**src/rtl/encoder_pkg.sv**
```systemverilog
// Shared constants and helpers for the request encoders.
// Index sizing and pointer wrap are kept here so every unit agrees.
package encoder_pkg;

  localparam int ARB_FIXED = 0;
  localparam int ARB_RR    = 1;

  // Index width, never below one bit.
  function automatic int idx_width(input int n);
    return $clog2((n > 2) ? n : 2);
  endfunction

  // Increment with an explicit wrap at n.
  // Values past n-1 never reach the pointer.
  function automatic int wrap_inc(input int v, input int n);
    return ((v + 1) == n) ? 0 : v + 1;
  endfunction

endpackage

```
**src/rtl/lsb_priority_encoder.sv**
```systemverilog
// Lowest-set-bit encoder.
// Purely combinational; index is 0 when nothing is set.
module lsb_priority_encoder
  import encoder_pkg::*;
#(
  parameter  int INPUT_WIDTH = 4,
  localparam int IDX_WIDTH   = idx_width(INPUT_WIDTH)
) (
  input  logic [INPUT_WIDTH-1:0] req_i,
  output logic                   found_o,
  output logic [IDX_WIDTH-1:0]   index_o
);

  // Scan from the top so the lowest set bit is written last.
  always_comb begin
    found_o = |req_i;
    index_o = '0;
    for (int i = INPUT_WIDTH - 1; i >= 0; i--) begin
      if (req_i[i]) index_o = IDX_WIDTH'(i);
    end
  end

endmodule

```
**src/rtl/rr_encoder.sv**
```systemverilog
// Registered request encoder with valid/ready output.
// Fixed or rotating priority, selected by ROUND_ROBIN.
module rr_encoder
  import encoder_pkg::*;
#(
  parameter  int INPUT_WIDTH = 4,
  parameter  int ROUND_ROBIN = ARB_RR,
  localparam int IDX_WIDTH   = idx_width(INPUT_WIDTH)
) (
  input  logic                   clk_i,
  input  logic                   rst_i,
  input  logic [INPUT_WIDTH-1:0] req_i,
  output logic                   valid_o,
  input  logic                   ready_i,
  output logic [IDX_WIDTH-1:0]   index_o,
  output logic [INPUT_WIDTH-1:0] grant_o,
  output logic [IDX_WIDTH-1:0]   ptr_o
);

  logic                   valid_q, valid_d;
  logic [IDX_WIDTH-1:0]   index_q, index_d;
  logic [INPUT_WIDTH-1:0] grant_q, grant_d;
  logic [IDX_WIDTH-1:0]   ptr_q, ptr_d;

  logic                   acc, load;
  logic [INPUT_WIDTH-1:0] req_masked;
  logic                   m_found, u_found;
  logic [IDX_WIDTH-1:0]   m_idx, u_idx, sel;

  // Handshake and next pointer; a same-cycle load sees the advanced pointer.
  always_comb begin
    acc   = valid_q & ready_i;
    load  = ~valid_q | acc;
    ptr_d = ptr_q;
    if (ROUND_ROBIN == ARB_RR && acc)
      ptr_d = IDX_WIDTH'(wrap_inc(int'(index_q), INPUT_WIDTH));
  end

  // Keep only requesters at or above the priority pointer.
  always_comb begin
    req_masked = '0;
    for (int k = 0; k < INPUT_WIDTH; k++) begin
      req_masked[k] = req_i[k] & (k >= int'(ptr_d));
    end
  end

  lsb_priority_encoder #(
    .INPUT_WIDTH(INPUT_WIDTH)
  ) u_masked (
    .req_i  (req_masked),
    .found_o(m_found),
    .index_o(m_idx)
  );

  lsb_priority_encoder #(
    .INPUT_WIDTH(INPUT_WIDTH)
  ) u_unmasked (
    .req_i  (req_i),
    .found_o(u_found),
    .index_o(u_idx)
  );

  // Output register next state: load a fresh selection or hold.
  always_comb begin
    sel     = m_found ? m_idx : u_idx;
    valid_d = valid_q;
    index_d = index_q;
    grant_d = grant_q;
    if (load) begin
      if (u_found) begin
        valid_d = 1'b1;
        index_d = sel;
        grant_d = INPUT_WIDTH'(1) << sel;
      end else begin
        valid_d = 1'b0;
        grant_d = '0;
      end
    end
  end

  // State registers; reset wins over any handshake.
  always_ff @(posedge clk_i) begin
    if (rst_i) begin
      valid_q <= 1'b0;
      index_q <= '0;
      grant_q <= '0;
      ptr_q   <= '0;
    end else begin
      valid_q <= valid_d;
      index_q <= index_d;
      grant_q <= grant_d;
      ptr_q   <= ptr_d;
    end
  end

  assign valid_o = valid_q;
  assign index_o = index_q;
  assign grant_o = grant_q;
  assign ptr_o   = ptr_q;

endmodule

```
**config.mk**
```make
export PLATFORM = sky130hd
export DESIGN_NAME = rr_encoder
export DESIGN_NICKNAME = d
export VERILOG_FILES = /design/src/rtl/encoder_pkg.sv /design/src/rtl/lsb_priority_encoder.sv /design/src/rtl/rr_encoder.sv
export SDC_FILE = /design/constraint.sdc
export NUM_CORES = 1
export LEC_CHECK = 0
export BUFFER_PORTS_ARGS = -buffer_cell sky130_fd_sc_hd__buf_2
export CORE_AREA = 5 5 42 44
export CTS_CLUSTER_DIAMETER = 60
export DETAILED_ROUTE_END_ITERATION = 7
export DIE_AREA = 0 0 47 49
export PLACE_DENSITY_LB_ADDON = 0.08
export REMOVE_ABC_BUFFERS = 1
export SLEW_MARGIN = 20
export SYNTH_ARGS = -nofsm -noshare
export SYNTH_HDL_FRONTEND = slang
export SYNTH_SLANG_ARGS = --single-unit
```
**constraint.sdc**
```tcl
create_clock -name clk_i -period 4.68 [get_ports clk_i]
set_input_delay 0.702 -clock clk_i [delete_from_list [all_inputs] [get_ports clk_i]]
set_output_delay 0.702 -clock clk_i [all_outputs]
set_load 0.02 [all_outputs]
```
==> results.cfg <==
[run_status]
status = finished clean

[floorplanning]
dieArea_sq_um = 2300
rows = 14
die_x_um = 47
initial_core_util_pct = 37.8
io_pins = 16
die_h_um = 49
core_area_sq_um = 1400

[synth]
synth_top_cell_by_area = dfxtp_1
yosysWarnings = 0
synth_top_cell_area_share_pct = 34.0
syn_area_per_cell_sq_um = 8.40
synthDistinctLibCells = 31
syn-instance-count = 63
synthTopCellsByArea = dfxtp_1 34%, mux2i_1 7.6%, a32o_1 3.8%, nand2_1 3.5%, nor2_1 3.5%
synthArstFlopShare_pct = 0
synth_edf_count = 0
ys_ff_latch = 9
ys_seq_area_share_pct = 34.0
synth_ff_type = dfxtp_1
netlist_area_sq_um = 529

[timing]
finClkSkew_ns = 0.00762
timing.fmax_mhz = 561
maxSlewViolCount = 0
post-route-period-util_pct = 38.1
setup_tns_ns = 0
relSlewSlack_pct = 61.8
worst_slack_ns = 2.90
rsz0062_at_grt = no
worst_pin_slew_ns = 0.568
min_period_ns = 1.78
setup_viol = 0
hold_viol = 0

[critical_path]
r2r-start = valid_o
crit_path_end_kind = flip-flop
reg2reg_slack_ns = 3.04
crit_type = in -> reg
path_buf_inv = 1
worstPathMaxFanout = 5
endpoint = grant_o[3]
slowest_stage = nor4_1
critPathLaunchType = input pin
crit-reg2reg-capture = grant_o[1]
worstRegToRegCells = 5
path_cells = buf_2 > nor4_1 > or2_1 > nor2_1 > a32o_1
crit_start = req_i[2]
cp_data_arrival_time_ns = 1.94
critPathTopFamily = simple AND/OR/NAND/NOR gates
worstPathRequired_ns = 4.84
max_stage_delay_ns = 0.54
cp.depth = 5

[route]
drtAntennaViolNets = 0
drc_errors = 0
routed-via-count = 553
vias_per_cell = 5.70
wl_per_cell_um = 13.6
drtIter0Drc = 18
wirelength_um = 1320
first_pass_iters = 4

[power]
power_switching_w = 0.0000630
p_comb_share_pct = 24.5
switching_share_pct = 31.9
seq_power_share_pct = 44.4
ir_worst_vdd_uv = 138
power.internal_w = 0.000135
p_leak_nw = 0.291
clockPowerShare_pct = 31.1
powerDensity_nw_per_um2 = 305

[placed_design]
portBuffers = 15
dp_slack_ns = 2.61
place_area_sq_um = 621
dpl.hpwl_um = 1040
gp_congestion = 0.852

[clocking]
cts_htree_levels = 1
cts_resized = 0
cts.clk_slew.worst_paths_ns = 0.06
holdBufCountCts = 0
cts_root_buf = clkbuf_4
clock_sinks = 9
numCtsBuffers = 3
cts_buffer_depth = 2
cts_setup_buffers = 0
cts_tree = yes
clock_latency_ns = 0.27

[global_route]
grt_usage_pct = 13.4
grtUsageMet1_pct = 16.5
grt_pass1_vias = 507
met2_usage_pct = 19.7
overflow = 0
grt_antenna_before_repair = 0
grt-busiest-layer = met2
grt_max_degree = 10
use_met3_pct = 4.80
grt_pass1_wl_um = 2250

[layout]
fin_util_pct = 46.2
final_cell_mix = 15 x buf_2, 9 x dfxtp_1, 5 x nand2_1, 5 x nor2_1, 4 x mux2i_1
area_growth_pct = 22.2
nNetsFinal = 89
final_common_cell = buf_2
fin_area_sq_um = 647
final_layout_size_suffix_gt1_share_pct = 29.6
diodes = 0

[worst_hold_path]
hold_class = reg -> reg

[job]
drv_cap = 0
-- how the worst min path moves through the flow --
stage / startpoint / end / slack [ns] / cells after the start
finish: grant_o[3] / grant_o[3] / 0.47 / 1
CTS: grant_o[3] / grant_o[3] / 0.47 / 1
global placement: grant_o[3] / grant_o[3] / 0.45 / 1
floorplan: grant_o[0] / grant_o[0] / 0.56 / 2
detailed placement: grant_o[3] / grant_o[3] / 0.45 / 1
global route: grant_o[0] / grant_o[0] / 0.52 / 2
-- power groups by stage --
stage | registers (W) | clock network [W] | logic [W]
final | 0.0000878 | 0.0000614 | 0.0000484
after global routing | 0.0000890 | 0.0000661 | 0.0000539
after CTS | 0.0000880 | 0.0000622 | 0.0000489
after detailed placement | 0.0000897 | 0 | 0.0000486
after global placement | 0.0000896 | 0 | 0.0000489
after floorplan | 0.0000954 | 0 | 0.0000252
-- logic make-up after synthesis --
kind of cell,after synthesis,synth area share [%]
XOR/XNOR,1,1.66
buffers and inverters,5,3.54
adder cells (fa/ha/maj),1,2.13
flip-flops,9,34.0
AND/OR/NAND/NOR,27,29.1
multiplexers,4,7.57
AO/OA/AOI/OAI,16,22.0
-- Yosys cell counts (2+ instances only) --
master and count:
a311oi_1 2, nor2_1 5, mux2i_1 4, nor2b_1 3, nand2_1 5, nand3_1 3, dfxtp_1 9, a31oi_1 2
inv_1 3, a32o_1 2, o21ai_0 2, a21oi_1 3, and4_1 2
-- sequential cells by signal, summed over array words and instances (netlist names) --
| name | flops |
|---|---|
| index_o | 2 |
| valid_o | 1 |
| grant_o | 4 |
| ptr_o | 2 |
-- area by class of cell --
| cell class | count | area, sq um |
|---|---|---|
| Timing Repair Buffer | 15 | 75.1 |
| Multi-Input combinational cell | 49 | 330 |
| Tap cell | 16 | 20.0 |
| Sequential cell | 9 | 180 |
| Fill cell | 156 | 754 |
| Clock buffer | 4 | 26.3 |
| Inverter | 4 | 15.0 |
-- stage by stage --
stage                     hold slack [ns]  std cells  total power, W
final                               0.467         97        0.000198
after global routing                0.515         97        0.000209
after CTS                           0.470         97        0.000199
after detailed placement            0.454         93        0.000138
after global placement              0.450         93        0.000139
after floorplan                     0.556         62        0.000121
-- routing by layer --
layer  part of all wire [%]  vias up
met1                     43      253
met2                     47       21
met3                    7.4        5
met5                      0        -
met4                    2.4        0
li1                       -      274
Power figures use the tool's default switching activity.
